--- src/rtl/bf_result_streamer_if.sv ---
`default_nettype none
// ============================================================================
//  Module   : bf_result_streamer_if
//  Brief    : Result word stream from the streamer to its downstream consumer.
//  Revision : 1.0
// ============================================================================
interface bf_result_streamer_if #(
    parameter int DATA_W = 16
);
    logic              res_valid;
    logic              res_ready;
    logic [DATA_W-1:0] res_data;
    logic [1:0]        res_kind;
    logic              res_sop;
    logic              res_eop;
    logic              res_last;

    modport master (
        output res_valid, res_data, res_kind, res_sop, res_eop, res_last,
        input  res_ready
    );

    modport slave (
        input  res_valid, res_data, res_kind, res_sop, res_eop, res_last,
        output res_ready
    );
endinterface
`default_nettype wire

--- src/rtl/bf_result_streamer.sv ---
`default_nettype none
// ============================================================================
//  Module   : bf_result_streamer
//  Brief    : Walks Output Memory from address 0 and streams tagged result words.
//  Revision : 1.0
// ============================================================================
module bf_result_streamer #(
    parameter int ADDR_W   = 13,
    parameter int DATA_W   = 16,
    parameter int MAX_ADDR = 8191
) (
    input  wire logic              clock,
    input  wire logic              reset,
    input  wire logic              start,
    output logic [ADDR_W-1:0]      OMAR,
    input  wire logic [DATA_W-1:0] OMDR,
    bf_result_streamer_if.master   res,
    output logic                   busy,
    output logic                   done,
    output logic                   err_overflow,
    output logic [7:0]             rec_count
);

    localparam logic [2:0] S_IDLE = 3'd0;
    localparam logic [2:0] S_WAIT = 3'd1;
    localparam logic [2:0] S_CAPT = 3'd2;
    localparam logic [2:0] S_EMIT = 3'd3;
    localparam logic [2:0] S_DONE = 3'd4;

    localparam logic [1:0] c_POS_DIST = 2'd0;
    localparam logic [1:0] c_POS_DEST = 2'd1;
    localparam logic [1:0] c_POS_PATH = 2'd2;
    localparam logic [1:0] c_KIND_TERM = 2'd3;

    localparam logic [ADDR_W-1:0] c_MAX_ADDR = ADDR_W'(MAX_ADDR);

    logic [2:0]        r_state;
    logic [2:0]        w_state_nxt;
    logic [1:0]        r_pos;
    logic [ADDR_W-1:0] r_omar;
    logic              r_valid;
    logic [DATA_W-1:0] r_data;
    logic [1:0]        r_kind;
    logic              r_sop;
    logic              r_eop;
    logic              r_last;
    logic              r_done;
    logic              r_err;
    logic [7:0]        r_rec_count;

    logic w_start_ok;
    logic w_capture;
    logic w_accept;
    logic w_is_term;
    logic w_at_max;

    always_ff @(posedge clock or posedge reset) begin
        if (reset) begin
            r_state <= S_IDLE;
        end else begin
            r_state <= w_state_nxt;
        end
    end

    always_comb begin
        w_state_nxt = r_state;
        case (r_state)
            S_IDLE: if (start) w_state_nxt = S_WAIT;
            S_WAIT: w_state_nxt = S_CAPT;
            S_CAPT: w_state_nxt = S_EMIT;
            S_EMIT: begin
                if (res.res_ready) begin
                    w_state_nxt = (r_last || w_at_max) ? S_DONE : S_WAIT;
                end
            end
            S_DONE: w_state_nxt = S_IDLE;
            default: w_state_nxt = S_IDLE;
        endcase
    end

    // Terminators are only recognised in path position, so distance or
    // destination values of 0x0000/0xFFFF pass through as ordinary words.
    always_comb begin
        w_start_ok = (r_state == S_IDLE) && start;
        w_capture  = (r_state == S_CAPT);
        w_accept   = (r_state == S_EMIT) && res.res_ready;
        w_is_term  = (r_pos == c_POS_PATH) && ((OMDR == {DATA_W{1'b1}}) || (OMDR == '0));
        w_at_max   = (r_omar == c_MAX_ADDR);
        busy       = (r_state != S_IDLE);
    end

    always_ff @(posedge clock or posedge reset) begin
        if (reset) begin
            r_pos       <= c_POS_DIST;
            r_omar      <= '0;
            r_valid     <= 1'b0;
            r_data      <= '0;
            r_kind      <= 2'd0;
            r_sop       <= 1'b0;
            r_eop       <= 1'b0;
            r_last      <= 1'b0;
            r_done      <= 1'b0;
            r_err       <= 1'b0;
            r_rec_count <= 8'd0;
        end else begin
            r_done <= (r_state == S_DONE);
            if (w_start_ok) begin
                r_omar      <= '0;
                r_err       <= 1'b0;
                r_rec_count <= 8'd0;
                r_pos       <= c_POS_DIST;
            end
            if (w_capture) begin
                r_valid <= 1'b1;
                r_data  <= OMDR;
                r_kind  <= w_is_term ? c_KIND_TERM : r_pos;
                r_sop   <= !w_is_term && (r_pos == c_POS_DIST);
                r_eop   <= w_is_term;
                r_last  <= w_is_term && (OMDR == '0);
            end
            if (w_accept) begin
                r_valid <= 1'b0;
                if (r_eop) begin
                    r_pos <= c_POS_DIST;
                    if (r_rec_count != 8'hFF) begin
                        r_rec_count <= r_rec_count + 8'd1;
                    end
                end else if (r_pos != c_POS_PATH) begin
                    r_pos <= r_pos + 2'd1;
                end
                if (!r_last) begin
                    if (w_at_max) begin
                        r_err <= 1'b1;
                    end else begin
                        r_omar <= r_omar + 1'b1;
                    end
                end
            end
        end
    end

    assign OMAR          = r_omar;
    assign res.res_valid = r_valid;
    assign res.res_data  = r_data;
    assign res.res_kind  = r_kind;
    assign res.res_sop   = r_sop;
    assign res.res_eop   = r_eop;
    assign res.res_last  = r_last;
    assign done          = r_done;
    assign err_overflow  = r_err;
    assign rec_count     = r_rec_count;

endmodule
`default_nettype wire

--- src/flat_wrapper.sv ---
// flat-port wrapper written by rule: the top's interface ports become plain ports
module bf_result_streamer_flat 
#(
    parameter int ADDR_W   = 13,
    parameter int DATA_W   = 16,
    parameter int MAX_ADDR = 8191
)
  (clock, reset, start, OMAR, OMDR, busy, done, err_overflow, rec_count, res_res_valid, res_res_data, res_res_kind, res_res_sop, res_res_eop, res_res_last, res_res_ready);
  bf_result_streamer_if #(.DATA_W(DATA_W)) res_i ();
  input  wire logic clock;
  input  wire logic reset;
  input  wire logic start;
  output logic [ADDR_W-1:0] OMAR;
  input  wire logic [DATA_W-1:0] OMDR;
  output logic busy;
  output logic done;
  output logic err_overflow;
  output logic [7:0] rec_count;
  output wire logic [$bits(res_i.res_valid)-1:0] res_res_valid;
  output wire logic [$bits(res_i.res_data)-1:0] res_res_data;
  output wire logic [$bits(res_i.res_kind)-1:0] res_res_kind;
  output wire logic [$bits(res_i.res_sop)-1:0] res_res_sop;
  output wire logic [$bits(res_i.res_eop)-1:0] res_res_eop;
  output wire logic [$bits(res_i.res_last)-1:0] res_res_last;
  input wire logic [$bits(res_i.res_ready)-1:0] res_res_ready;
  assign res_res_valid = res_i.res_valid;
  assign res_res_data = res_i.res_data;
  assign res_res_kind = res_i.res_kind;
  assign res_res_sop = res_i.res_sop;
  assign res_res_eop = res_i.res_eop;
  assign res_res_last = res_i.res_last;
  assign res_i.res_ready = res_res_ready;
  bf_result_streamer #(.ADDR_W(ADDR_W), .DATA_W(DATA_W), .MAX_ADDR(MAX_ADDR)) u_core (.clock(clock), .reset(reset), .start(start), .OMAR(OMAR), .OMDR(OMDR), .res(res_i), .busy(busy), .done(done), .err_overflow(err_overflow), .rec_count(rec_count));
endmodule
--- config.mk ---
export PLATFORM = sky130hd
export DESIGN_NAME = bf_result_streamer_flat
export DESIGN_NICKNAME = d
export VERILOG_FILES = /design/src/rtl/bf_result_streamer_if.sv /design/src/rtl/bf_result_streamer.sv /design/src/flat_wrapper.sv
export SDC_FILE = /design/constraint.sdc
export NUM_CORES = 1
export LEC_CHECK = 0
export ABC_CLOCK_PERIOD_IN_PS = 2150
export BUFFER_PORTS_ARGS = -buffer_cell sky130_fd_sc_hd__buf_2
export CORE_MARGIN = 2
export CORE_UTILIZATION = 52
export DETAILED_ROUTE_END_ITERATION = 10
export GPL_TIMING_DRIVEN = 0
export PLACE_DENSITY = 0.79
export SETUP_SLACK_MARGIN = 0.15
export SLEW_MARGIN = 0
export SYNTH_ARGS = -nofsm -noshare
export SYNTH_HDL_FRONTEND = slang
export SYNTH_SLANG_ARGS = --single-unit
--- constraint.sdc ---
create_clock -name clock -period 2.15 [get_ports clock]
set_clock_uncertainty 0.2 [all_clocks]
set_input_delay 0.215 -clock clock [delete_from_list [all_inputs] [get_ports clock]]
set_output_delay 0.215 -clock clock [all_outputs]
set_load 0.05 [all_outputs]
======== Yosys cells after proc, flatten, opt, wreduce, memory -nomap -nowiden ========
Index checks and enable logic that the tools add are counted.
cells by class
  add/subtract/negate cells ............... 3
  eq/ne operators ......................... 11
  multiplexer cells ....................... 23
  reductions and logical operators ........ 14
operators by type and width
  kind                   count
  $mux 13                4
  $mux 8                 4
  $eq 16x16->1 const B   1
  $logic_not 16->1       1
  $add 13x1->13 const B  1
  $eq 13x13->1 const B   1
  $pmux 3 s4             1
  $mux 2                 5
  $mux 3                 3
  $add 8x1->8 const B    1
  $ne 8x8->1 const B     1
  $eq 3x2->1 const B     2
  $mux 1                 6
  $ne 2x2->1 const B     3
  $logic_and 1x1->1      5
  $eq 3x1->1 const B     1
  $eq 3x3->1 const B     1
  $logic_not 3->1        1
  $reduce_bool 3->1      1
  $add 2x1->2 const B    1
  $eq 2x2->1 const B     1
  $logic_not 2->1        1
  $logic_or 1x1->1       2
  $reduce_and 2->1       1
  other kinds (2)        2
word-level totals
  register bits after elaboration ......... 50
  word-level logic and storage cells ...... 63

======== Logic depth before layout (Yosys ltp) ========
Gate-level depths: netlist of run 1.
  word-level depth ........................ 6
  gate-level depth with buffers ........... 6

======== Worst setup path before layout of run 1 ========
No wires, ideal clock.
  kind .................................... flip-flop to flip-flop
  from .................................... register u_core.r_omar[0], in the netlist u_core.OMAR[0]
  to ...................................... register u_core.r_omar[10], in the netlist u_core.OMAR[10]
  library setup time ...................... 0.146 ns
  arrival time ............................ 2.015 ns
  required time ........................... 1.804 ns
  path slack .............................. -0.210 ns
  stages on the path, launching flop included .. 6
  path buffers ............................ 0
  period minus slack after synthesis ...... 2.360 ns
  cell sequence ........................... dfrtp_1 -> ha_1 -> nor2b_1 -> or4b_4 -> o311ai_1 -> o31ai_1
on the way
  cells in the longest elaborated chain, start to end .. 4
  elaborated cells between the ends (all ways) .. 5
  those cells by class .................... add/sub (1); eq/ne (1); mux (3)
RTL lines
  what                                           line                                                 text
  from (decl)                                    bf_result_streamer.sv:40                             logic [ADDR_W-1:0] r_omar;
  from (signal assigned)                         bf_result_streamer.sv:135                            r_omar <= r_omar + 1'b1;
  $add 13x1->13 or $eq 13x13->1 (tied branches)  bf_result_streamer.sv:135, bf_result_streamer.sv:88
  $mux 13 (*)                                    bf_result_streamer.sv:132                            if (w_at_max) begin
  $mux 13 (*)                                    bf_result_streamer.sv:131                            if (!r_last) begin
  $mux 13 (*)                                    bf_result_streamer.sv:121                            if (w_accept) begin
Mark *: on every way between the ends. The rest lies on a longest branch, timed or not.
A chain may end at the register's enable or synchronous reset.

======== Final worst setup path of run 1 ========
  from .................................... register u_core.r_state[2]
  to ...................................... register u_core.r_omar[11], in the netlist u_core.OMAR[11]
on the way
  cells in the longest elaborated chain, start to end .. 6
  elaborated cells between the ends (all ways) .. 8
  those cells by class .................... eq/ne (1); mux (4); reduce/logical (3)
RTL lines
  what                    line                       text
  from (decl)             bf_result_streamer.sv:37   logic [2:0] r_state;
  from (signal assigned)  bf_result_streamer.sv:61   r_state <= w_state_nxt;
  $logic_not 3->1         bf_result_streamer.sv:84   w_start_ok = (r_state == S_IDLE) && start;
  $logic_and 1x1->1       bf_result_streamer.sv:84
  $mux 13                 bf_result_streamer.sv:107  if (w_start_ok) begin
  $mux 13                 bf_result_streamer.sv:132
  $mux 13                 bf_result_streamer.sv:131
  $mux 13 (*)             bf_result_streamer.sv:121
Marks and branches as above.

==> impl_metrics.tcl, run 1 <==
set metrics [dict create \
    place.detailed.hpwl_um 4040 \
    final_cells 405 \
    clk_latency_ns 0.31 \
    root_buffer "clkbuf_8" \
    yosysWarnings 0 \
    grt_antenna_before_repair 0 \
    fmax_mhz 507 \
    post_route_cells_drive_above_1_share_pct 31.7 \
    relSlewSlack_pct 65.9 \
    hold_viol 0 \
    rrSetupSlack_ns 0.18 \
    critPathMaxFanout 8 \
    synth-async-reset-ratio_pct 100 \
    total_switching_power_mw 2.03 \
    synthMuxAreaShare_pct 2.08 \
    initial_core_util_pct 54.5 \
    first_pass_iters 4 \
    cp-end-kind "register" \
    die_w_um 72.0 \
    syn_to_final_growth_pct 34.7 \
    grtUsageMet2_pct 40.8 \
    wl_um 6500 \
    syn-cell-area_sq_um 2400 \
    timing.final.ws_setup_ns 0.178 \
    worstPathArrival_ns 2.00 \
    die_h_um 72.0 \
    dieArea_sq_um 5180 \
    ys_ff_latch 50 \
    synth_cell_types 45 \
    drt_iter0_drc 173 \
    synth_top_area_cell "dfrtp_1" \
    place.gp.congestion 0.841 \
    synth_xor_area_share_pct 0.728 \
    r2r_start "u_core.r_state[2]$_DFFE_PP0P_" \
    netlist_instances 250 \
    leakage_nw 1.58 \
    fin_crit_sh_pct 91.7 \
    yosysMostFrequentCell "nand2_1" \
    grt_max_degree 31 \
    avgRoutedWirePerCell_um 16.1 \
    synth_edf_count 0 \
    start_kind "register" \
    switching_share_pct 49.7 \
    grt_pass1_vias 2248 \
    p_int_mw 2.05 \
    antennaDiodeCount 0 \
    worstHoldStart "start" \
    seq_area_frac_synth_pct 52.0 \
    finalCriticalPeriod_ns 1.97 \
    critPathMaxStageDelay_ns 0.45 \
    syn-num-nets 272 \
    crit_chain "and4b_1 -> buf_6 -> nand4b_4 -> nor4_1 -> mux2i_1" \
    cts_inserted_buffers 5 \
    avgSynthCellArea_sq_um 9.62 \
    power_frac_comb_pct 50.8 \
    synthSimpleGateAreaFrac_pct 28.5 \
    seq_power_share_pct 34.5 \
    drc 0 \
    cp_data_required_time_ns 2.18 \
    overflow 0 \
    path_clk_slew_ns 0.10 \
    yosys.area_share.adder_pct 1.04 \
    synthTopCellsByArea "dfrtp_1, nand2_1, nand3_1, mux2i_1, nand4_1" \
    nets 374 \
    worst_slew_pin_slew_ns 0.511 \
    portBuffers 65 \
    synth_ff_type "dfrtp_1" \
    cts.sinks 50 \
    fin_util_pct 73.4 \
    tritoncts "yes" \
    core_area_sq_um 4410 \
    track_usage_pct 26.1 \
    peakVddDrop_v 0.000953 \
    busiest_layer "met2" \
    setup_viol 0 \
    clockPowerShare_pct 14.6 \
    vias_per_cell 5.72 \
    grt_pass1_wl_um 10600 \
    io-pin-count 66 \
    nFillCells 326 \
    slew_violations 0 \
    cap_violations 0 \
    outcome "finished, final reports clean" \
    row_count 24 \
    dpl_worst_slack_ns 0.145 \
    placed_cell_area_sq_um 2850 \
    clk_path_buf_depth 2 \
    gr-usage-met1_pct 34.7 \
    worstRegToRegCells 5 \
    numPlacedInstances 368 \
    vias 2317 \
    total_power_mw 4.07 \
    use_met3_pct 5.42 \
    hold_path.class "input pin to register" \
    antenna_left 0 \
    synthTopCellsByCount "nand2_1, dfrtp_1, nand3_1, o21ai_0, nand4_1" \
    hold_path_depth 3 \
    synth_top_family_by_area "simple AND/OR/NAND/NOR gates" \
    rsz0062_at_grt "true" \
    critPathKind "register to register" \
    synth_compound_area_share_pct 12.5 \
    r2r-end "u_core.OMAR[11]$_DFF_PP0_" \
    synth_top_area_share_pct 52.0 \
    whs_endpoint "u_core.r_state[0]$_DFFE_PP0P_" \
    slowest_stage "dfrtp_2" \
    design_area_sq_um 3240 \
    power_density_nw_per_um2 1260 \
    h-tree-depth 2 \
]
[logic make-up (layout without fill, tap and decap cells)]
| logic type | after synthesis | after routing |
|---|---|---|
| AO/OA/AOI/OAI | 43 | 43 |
| XOR/XNOR | 2 | 2 |
| adder cells (fa/ha/maj) | 2 | 2 |
| buffers and inverters | 15 | 118 |
| flip-flops | 50 | 50 |
| multiplexers | 5 | 5 |
| AND/OR/NAND/NOR | 133 | 133 |
[worst max-delay path by stage]
stage                                  startpoint                                  to  cells after the start
finish              u_core.r_state[2]$_DFFE_PP0P_           u_core.OMAR[11]$_DFF_PP0_                      5
CTS                 u_core.r_state[2]$_DFFE_PP0P_           u_core.OMAR[10]$_DFF_PP0_                      4
detailed placement  u_core.r_state[2]$_DFFE_PP0P_           u_core.OMAR[10]$_DFF_PP0_                      4
global placement                            reset            u_core.OMAR[4]$_DFF_PP0_                      2
global route        u_core.r_state[2]$_DFFE_PP0P_  u_core.res.res_data[6]$_DFFE_PP0N_                      5
floorplan                u_core.OMAR[6]$_DFF_PP0_           u_core.OMAR[10]$_DFF_PP0_                      4
[worst max-delay path, delay by kind of cell, from the launching register on]
kind / cells / cell delay, ns
multiplexers: 1 / 0.25
flip-flops: 1 / 0.45
AND/OR/NAND/NOR: 3 / 0.84
buffers and inverters: 1 / 0.14
[routing by layer]
metal / wire length, um / vias up
li1: - / 1111
met1: 2800 / 1105
met2: 3210 / 83
met3: 333 / 18
met4: 158 / 0
met5: 0 / -
[power groups by stage]
stage | Combinational, mW | Sequential (mW) | Clock [mW]
2_1_floorplan | 0.664 | 2.21 | 0
3_3_place_gp | 1.86 | 1.43 | 0
3_5_place_dp | 1.91 | 1.44 | 0
4_1_cts | 2.00 | 1.40 | 0.608
5_1_grt | 2.21 | 1.44 | 0.649
6_report | 2.07 | 1.41 | 0.596
[through the flow]
step	setup TNS, ns	hold slack, ns
5_1_grt	0	0.0771
3_5_place_dp	0	0.0538
4_1_cts	0	0.0204
2_1_floorplan	0	0.120
6_report	0	0.0263
3_3_place_gp	-5.37	0.239
[flip-flops by register name (all words and copies together) (netlist names)]
register,count
u_core.res.res_last,1
u_core.OMAR,13
u_core.res.res_kind,2
u_core.r_state,3
u_core.res.res_eop,1
u_core.r_pos,2
u_core.err_overflow,1
u_core.res.res_data,16
u_core.rec_count,8
u_core.res.res_valid,1
u_core.res.res_sop,1
u_core.done,1
[cell usage in the layout (no fill, tap or decap), types with 2 or more instances in the layout]
master	netlist	routed
a211oi_1	3	3
a21oi_1	3	3
a31oi_1	5	5
and2_1	3	3
and3_1	2	2
and4_1	2	2
buf_2	0	65
buf_4	1	11
buf_6	2	3
clkbuf_1	5	4
clkbuf_8	0	6
dfrtp_1	50	41
dfrtp_2	0	9
dlygate4sd3_1	0	18
inv_1	7	6
mux2i_1	5	5
nand2_1	74	74
nand3_1	12	12
nand4_1	8	8
nand4b_4	2	2
nor2_1	5	5
nor3_1	4	4
nor3b_1	3	3
nor4_1	5	5
o211ai_1	4	4
o21ai_0	10	10
o311ai_0	2	2
o31ai_1	6	6
or2_2	3	3
or4_1	2	2
[layout make-up]
type                            count  area, sq um  area share, %
Clock inverter                      2         16.3          0.502
Clock buffer                        6         82.6           2.55
Buffer                              8         53.8           1.66
Inverter                            7         26.3          0.811
Timing Repair Buffer               95          608           18.8
Multi-Input combinational cell    185         1120           34.7
Tap cell                           52         65.1           2.01
Sequential cell                    50         1260           39.0
[what timing repair did]
action,4_1_cts,5_1_grt
endpoints found under the hold margin,38,0
resized for setup,1,6
pin swaps,0,3
buffers inserted,3,8
hold buffers,18,0
setup endpoints to repair,3,27
Note: power is estimated with default switching activity, not from simulation.
==> inputs of run 2 (changes only) <==
--- a/config.mk
+++ b/config.mk
@@ -7,6 +7,8 @@
 export LEC_CHECK = 0
 export ABC_CLOCK_PERIOD_IN_PS = 2150
 export BUFFER_PORTS_ARGS = -buffer_cell sky130_fd_sc_hd__buf_2
+export CAP_MARGIN = 20
+export CORE_ASPECT_RATIO = 0.6
 export CORE_MARGIN = 2
 export CORE_UTILIZATION = 52
 export DETAILED_ROUTE_END_ITERATION = 10
@@ -17,3 +19,4 @@
 export SYNTH_ARGS = -nofsm -noshare
 export SYNTH_HDL_FRONTEND = slang
 export SYNTH_SLANG_ARGS = --single-unit
+export TNS_END_PERCENT = 30
==> impl_metrics.tcl, run 2 (synthesis gave the netlist of run 1 again) <==
set metrics [dict create \
    outcome "finished, final reports clean" \
    antennaDiodeCount 0 \
    avgRoutedWirePerCell_um 15.2 \
    worstPathArrival_ns 2.02 \
    dieArea_sq_um 5200 \
    layout_commonest_cell "nand2_1" \
    initial_core_util_pct 53.2 \
    peakVddDrop_v 0.00113 \
    cp-end-kind "register" \
    critPathBufInv 0 \
    critPathMaxStageDelay_ns 0.66 \
    antenna_left 0 \
    nFillCells 338 \
    relSlewSlack_pct 55.1 \
    timing.final.ws_setup_ns 0.146 \
    wl_um 6360 \
    grt_max_degree 40 \
    cp_top_family "simple AND/OR/NAND/NOR gates" \
    syn_to_final_growth_pct 37.3 \
    place.gp.congestion 0.793 \
    h-tree-depth 2 \
    grt_pass1_wl_um 10100 \
    cts.sinks 50 \
    fmax_mhz 499 \
    clk_latency_ns 0.30 \
    tritoncts "yes" \
    portBuffers 65 \
    clk_path_buf_depth 2 \
    setup_viol 0 \
    final_cell_mix "nand2_1, buf_2, dfrtp_1" \
    overflow 0 \
    vias_per_cell 5.58 \
    rsz0062_at_grt "true" \
    grt_antenna_before_repair 0 \
    drt_iter0_drc 223 \
    post_route_cells_drive_above_1_share_pct 32.6 \
    design_area_sq_um 3300 \
    worst_slew_pin_slew_ns 0.670 \
    place.detailed.hpwl_um 3990 \
    root_buffer "clkbuf_8" \
    multi_input_area_sq_um 1140 \
    largest_reg_flops 16 \
    drc 0 \
    leakage_nw 1.61 \
    track_usage_pct 24.9 \
    fin_crit_sh_pct 93.2 \
    die_w_um 91.8 \
    start_kind "register" \
    hold_path.class "input pin to register" \
    finalCriticalPeriod_ns 2.00 \
    crit_chain "nand4_1 -> nor4_4 -> nor3b_1 -> a211oi_1" \
    dpl_worst_slack_ns 0.131 \
    grt_pass1_vias 2034 \
    row_count 19 \
    hold_viol 0 \
    cts_inserted_buffers 5 \
    critPathMaxFanout 10 \
    vias 2338 \
    fin_util_pct 73.1 \
    core_area_sq_um 4520 \
    cap_violations 0 \
    nets 377 \
    critPathKind "register to register" \
    placed_cell_area_sq_um 2860 \
    first_pass_iters 4 \
    cp_data_required_time_ns 2.16 \
    seq_area_sq_um 1260 \
    io-pin-count 66 \
    power_density_nw_per_um2 1240 \
    slowest_stage "nor4_4" \
    whs_ns 0.0645 \
    die_h_um 56.7 \
    path_clk_slew_ns 0.10 \
    slew_violations 0 \
]
-- run 2: per-stage QoR --
| step | TNS, ns | instances | total power, mW |
|---|---|---|---|
| 2_1_floorplan | 0 | 250 | 2.88 |
| 3_3_place_gp | -5.59 | 378 | 3.29 |
| 3_5_place_dp | 0 | 379 | 3.34 |
| 4_1_cts | 0 | 406 | 3.98 |
| 5_1_grt | 0 | 419 | 4.35 |
| 6_report | 0 | 419 | 4.10 |
-- run 2: worst register-to-register path: stages (launching register included) --
cell	delay, ns
dfrtp_2	0.42
nand4_1	0.23
nor4_4	0.67
nor3b_1	0.14
a211oi_1	0.26
-- run 2: area by class of cell --
type / instances / share of cell area (%)
sequential: 50 / 38.2
multi-input combinational: 185 / 34.6
timing repair buffer: 98 / 19.2
clock buffer: 7 / 2.92
tap: 63 / 2.39
buffer: 8 / 1.63
inverter: 7 / 0.796
clock inverter: 1 / 0.265
-- run 2: where the power goes --
group / internal [mW] / total, mW / switching, mW / leakage [nW]
sequential: 1.21 / 1.42 / 0.206 / 0.637
combinational: 0.604 / 2.07 / 1.47 / 0.918
clock: 0.295 / 0.603 / 0.308 / 0.0544
total: 2.11 / 4.10 / 1.98 / 1.61
-- run 2: repair_timing --
| action | in CTS | in global routing |
|---|---|---|
| pin swaps | 0 | 2 |
| endpoints found under the setup margin | 4 | 25 |
| setup buffers | 0 | 13 |
| hold buffers | 19 | 0 |
| resized for setup | 1 | 12 |
| hold endpoints to repair | 67 | 0 |
-- run 2: worst paths after layout --
check | startpoint | end | slack [ns] | cells after the start
min | start | u_core.r_state[0]$_DFFE_PP0P_ | 0.06 | 3
max | u_core.OMAR[4]$_DFF_PP0_ | u_core.OMAR[4]$_DFF_PP0_ | 0.15 | 4
max reg2reg | u_core.OMAR[4]$_DFF_PP0_ | u_core.OMAR[4]$_DFF_PP0_ | 0.15 | 4
min in group asynchronous | reset | u_core.err_overflow$_DFF_PP0_ | 0.18 | 3
max in group asynchronous | reset | u_core.OMAR[1]$_DFF_PP0_ | 1.05 | 4
min reg2reg | u_core.res.res_data[3]$_DFFE_PP0N_ | u_core.res.res_data[3]$_DFFE_PP0N_ | 0.27 | 2
-- run 2: per-layer routing --
metal  share of wire, %  vias to the layer above  GRT usage [%]
met5                  0                        -              0
met4                1.4                        0           7.46
met3                6.0                       12           4.97
met2                 45                       80           36.6
met1                 48                     1126           37.7
li1                   -                     1120              -
==> inputs of run 3 (changes only) <==
--- a/config.mk
+++ b/config.mk
@@ -5,17 +5,17 @@
 export SDC_FILE = /design/constraint.sdc
 export NUM_CORES = 1
 export LEC_CHECK = 0
-export ABC_CLOCK_PERIOD_IN_PS = 2150
+export ABC_CLOCK_PERIOD_IN_PS = 2200
 export BUFFER_PORTS_ARGS = -buffer_cell sky130_fd_sc_hd__buf_2
 export CAP_MARGIN = 20
 export CORE_ASPECT_RATIO = 0.6
 export CORE_MARGIN = 2
-export CORE_UTILIZATION = 52
+export CORE_UTILIZATION = 50
 export DETAILED_ROUTE_END_ITERATION = 10
 export GPL_TIMING_DRIVEN = 0
-export PLACE_DENSITY = 0.79
+export PLACE_DENSITY = 0.77
 export SETUP_SLACK_MARGIN = 0.15
-export SLEW_MARGIN = 0
+export SLEW_MARGIN = 10
 export SYNTH_ARGS = -nofsm -noshare
 export SYNTH_HDL_FRONTEND = slang
 export SYNTH_SLANG_ARGS = --single-unit
==> constraint.sdc (replaced) <==
create_clock -name clock -period 2.2 [get_ports clock]
set_clock_uncertainty 0.2 [all_clocks]
set_input_delay 0.22 -clock clock [delete_from_list [all_inputs] [get_ports clock]]
set_output_delay 0.22 -clock clock [all_outputs]
set_load 0.05 [all_outputs]
==> impl_metrics.tcl, run 3 (synthesis gave the netlist of run 1 again) <==
set metrics [dict create \
    timing.final.ws_setup_ns 0.191 \
    overflow 0 \
    crit_chain "and4b_1 -> buf_6 -> nand4b_4 -> or4_4 -> a21oi_2" \
    finalCriticalPeriod_ns 2.01 \
    antenna_left 0 \
    hold_path.class "input pin to register" \
    dpl_worst_slack_ns 0.185 \
    worstHoldStart "start" \
    vias 2276 \
    vias_per_cell 5.54 \
    fin_crit_sh_pct 91.3 \
    dieArea_sq_um 5400 \
    first_pass_iters 5 \
    worst_slew_pin_slew_ns 0.711 \
    root_buffer "clkbuf_8" \
    cts_inserted_buffers 5 \
    slowest_stage "or4_4" \
    slew_violations 0 \
    drc 0 \
    start_kind "register" \
    antennaDiodeCount 0 \
    track_usage_pct 24.6 \
    die_w_um 93.5 \
    cp_data_required_time_ns 2.24 \
    worstPathArrival_ns 2.05 \
    clk_path_buf_depth 2 \
    outcome "finished, final reports clean" \
    rrSetupSlack_ns 0.19 \
    critPathMaxStageDelay_ns 0.52 \
    place.gp.congestion 0.839 \
    nets 369 \
    place.detailed.hpwl_um 4210 \
    critPathMaxFanout 8 \
    cp-end-kind "register" \
    hold_path_depth 3 \
    grt_max_degree 36 \
    drt_iter0_drc 127 \
    post_route_cells_drive_above_1_share_pct 30.7 \
    fmax_mhz 498 \
    h-tree-depth 2 \
    peakVddDrop_v 0.000821 \
    row_count 19 \
    setup_viol 0 \
    syn_to_final_growth_pct 35.5 \
    rsz0062_at_grt "true" \
    grt_antenna_before_repair 0 \
    leakage_nw 1.58 \
    worstRegToRegCells 5 \
    numPlacedInstances 379 \
    whs_endpoint "u_core.r_state[0]$_DFFE_PP0P_" \
    layout_commonest_cell "nand2_1" \
    path_clk_slew_ns 0.09 \
    wl_um 6510 \
    tritoncts "yes" \
    die_h_um 57.7 \
    relSlewSlack_pct 52.4 \
    avgRoutedWirePerCell_um 15.8 \
    final_cell_mix "nand2_1, buf_2, dfrtp_1" \
    critPathKind "register to register" \
    cts.sinks 50 \
    final_cells 411 \
    r2r-end "u_core.OMAR[9]$_DFF_PP0_" \
    grt_pass1_wl_um 10100 \
    critPathBufInv 1 \
    cp_top_family "simple AND/OR/NAND/NOR gates" \
    power_density_nw_per_um2 1280 \
    largest_reg_flops 16 \
    io-pin-count 66 \
    initial_core_util_pct 52.4 \
    hold_viol 0 \
    r2r_start "u_core.r_state[2]$_DFFE_PP0P_" \
    grt_pass1_vias 2001 \
    portBuffers 65 \
    cap_violations 0 \
    clk_latency_ns 0.31 \
    core_area_sq_um 4590 \
]
run 3: cell type report:
type,instances,area (sq um)
clock inverter,2,60.1
clock buffer,6,82.6
tap,63,78.8
multi-input combinational,185,1130
buffer,8,52.6
inverter,7,26.3
timing repair buffer,90,571
sequential,50,1260
fill,342,1330
run 3: timing repair:
| action | CTS | global route |
|---|---|---|
| hold endpoints to repair | 33 | 0 |
| hold buffers | 18 | 0 |
| endpoints found under the setup margin | 0 | 30 |
| gates resized for setup | 0 | 7 |
| setup buffers | 0 | 6 |
run 3: how the worst max path moves through the flow:
stage	from	endpoint	slack (ns)	depth (start not counted)
finish	u_core.r_state[2]$_DFFE_PP0P_	u_core.OMAR[9]$_DFF_PP0_	0.19	5
global placement	reset	u_core.rec_count[0]$_DFF_PP0_	-0.22	2
detailed placement	u_core.r_state[1]$_DFFE_PP0P_	u_core.OMAR[5]$_DFF_PP0_	0.19	6
global route	u_core.rec_count[1]$_DFF_PP0_	u_core.rec_count[2]$_DFF_PP0_	0.06	5
floorplan	u_core.OMAR[6]$_DFF_PP0_	u_core.OMAR[10]$_DFF_PP0_	0.12	4
CTS	u_core.r_state[1]$_DFFE_PP0P_	u_core.OMAR[5]$_DFF_PP0_	0.16	6
run 3: report_power, final:
| part | leakage, nW | switching (mW) | internal, mW |
|---|---|---|---|
| sequential | 0.637 | 0.207 | 1.19 |
| combinational | 0.869 | 1.43 | 0.549 |
| clock | 0.0714 | 0.309 | 0.485 |
| total | 1.58 | 1.95 | 2.22 |
run 3: layer usage:
layer,vias to the layer above,GRT usage (%),part of all wire (%)
li1,1102,-,-
met1,1075,36.0,47
met2,85,37.2,45
met3,14,5.20,6.4
met4,0,8.28,1.5
met5,-,0,0
run 3: worst reg2reg max path, cell delays in order (launching register included):
cell      delay [ns]
dfrtp_2         0.46
and4b_1         0.29
buf_6           0.15
nand4b_4        0.18
or4_4           0.52
a21oi_2         0.14
run 3: through the flow:
step | power, mW | hold WS [ns] | util [%] | setup TNS, ns | cell area (sq um)
4_1_cts | 4.08 | 0.0496 | 69.4 | 0 | 3180
5_1_grt | 4.39 | 0.0568 | 71.0 | 0 | 3260
3_5_place_dp | 3.27 | 0.0123 | 62.4 | 0 | 2860
3_3_place_gp | 3.22 | 0.241 | 61.9 | -4.06 | 2840
2_1_floorplan | 2.81 | 0.125 | - | 0 | 2440
6_report | 4.17 | 0.0493 | 71.0 | 0 | 3260
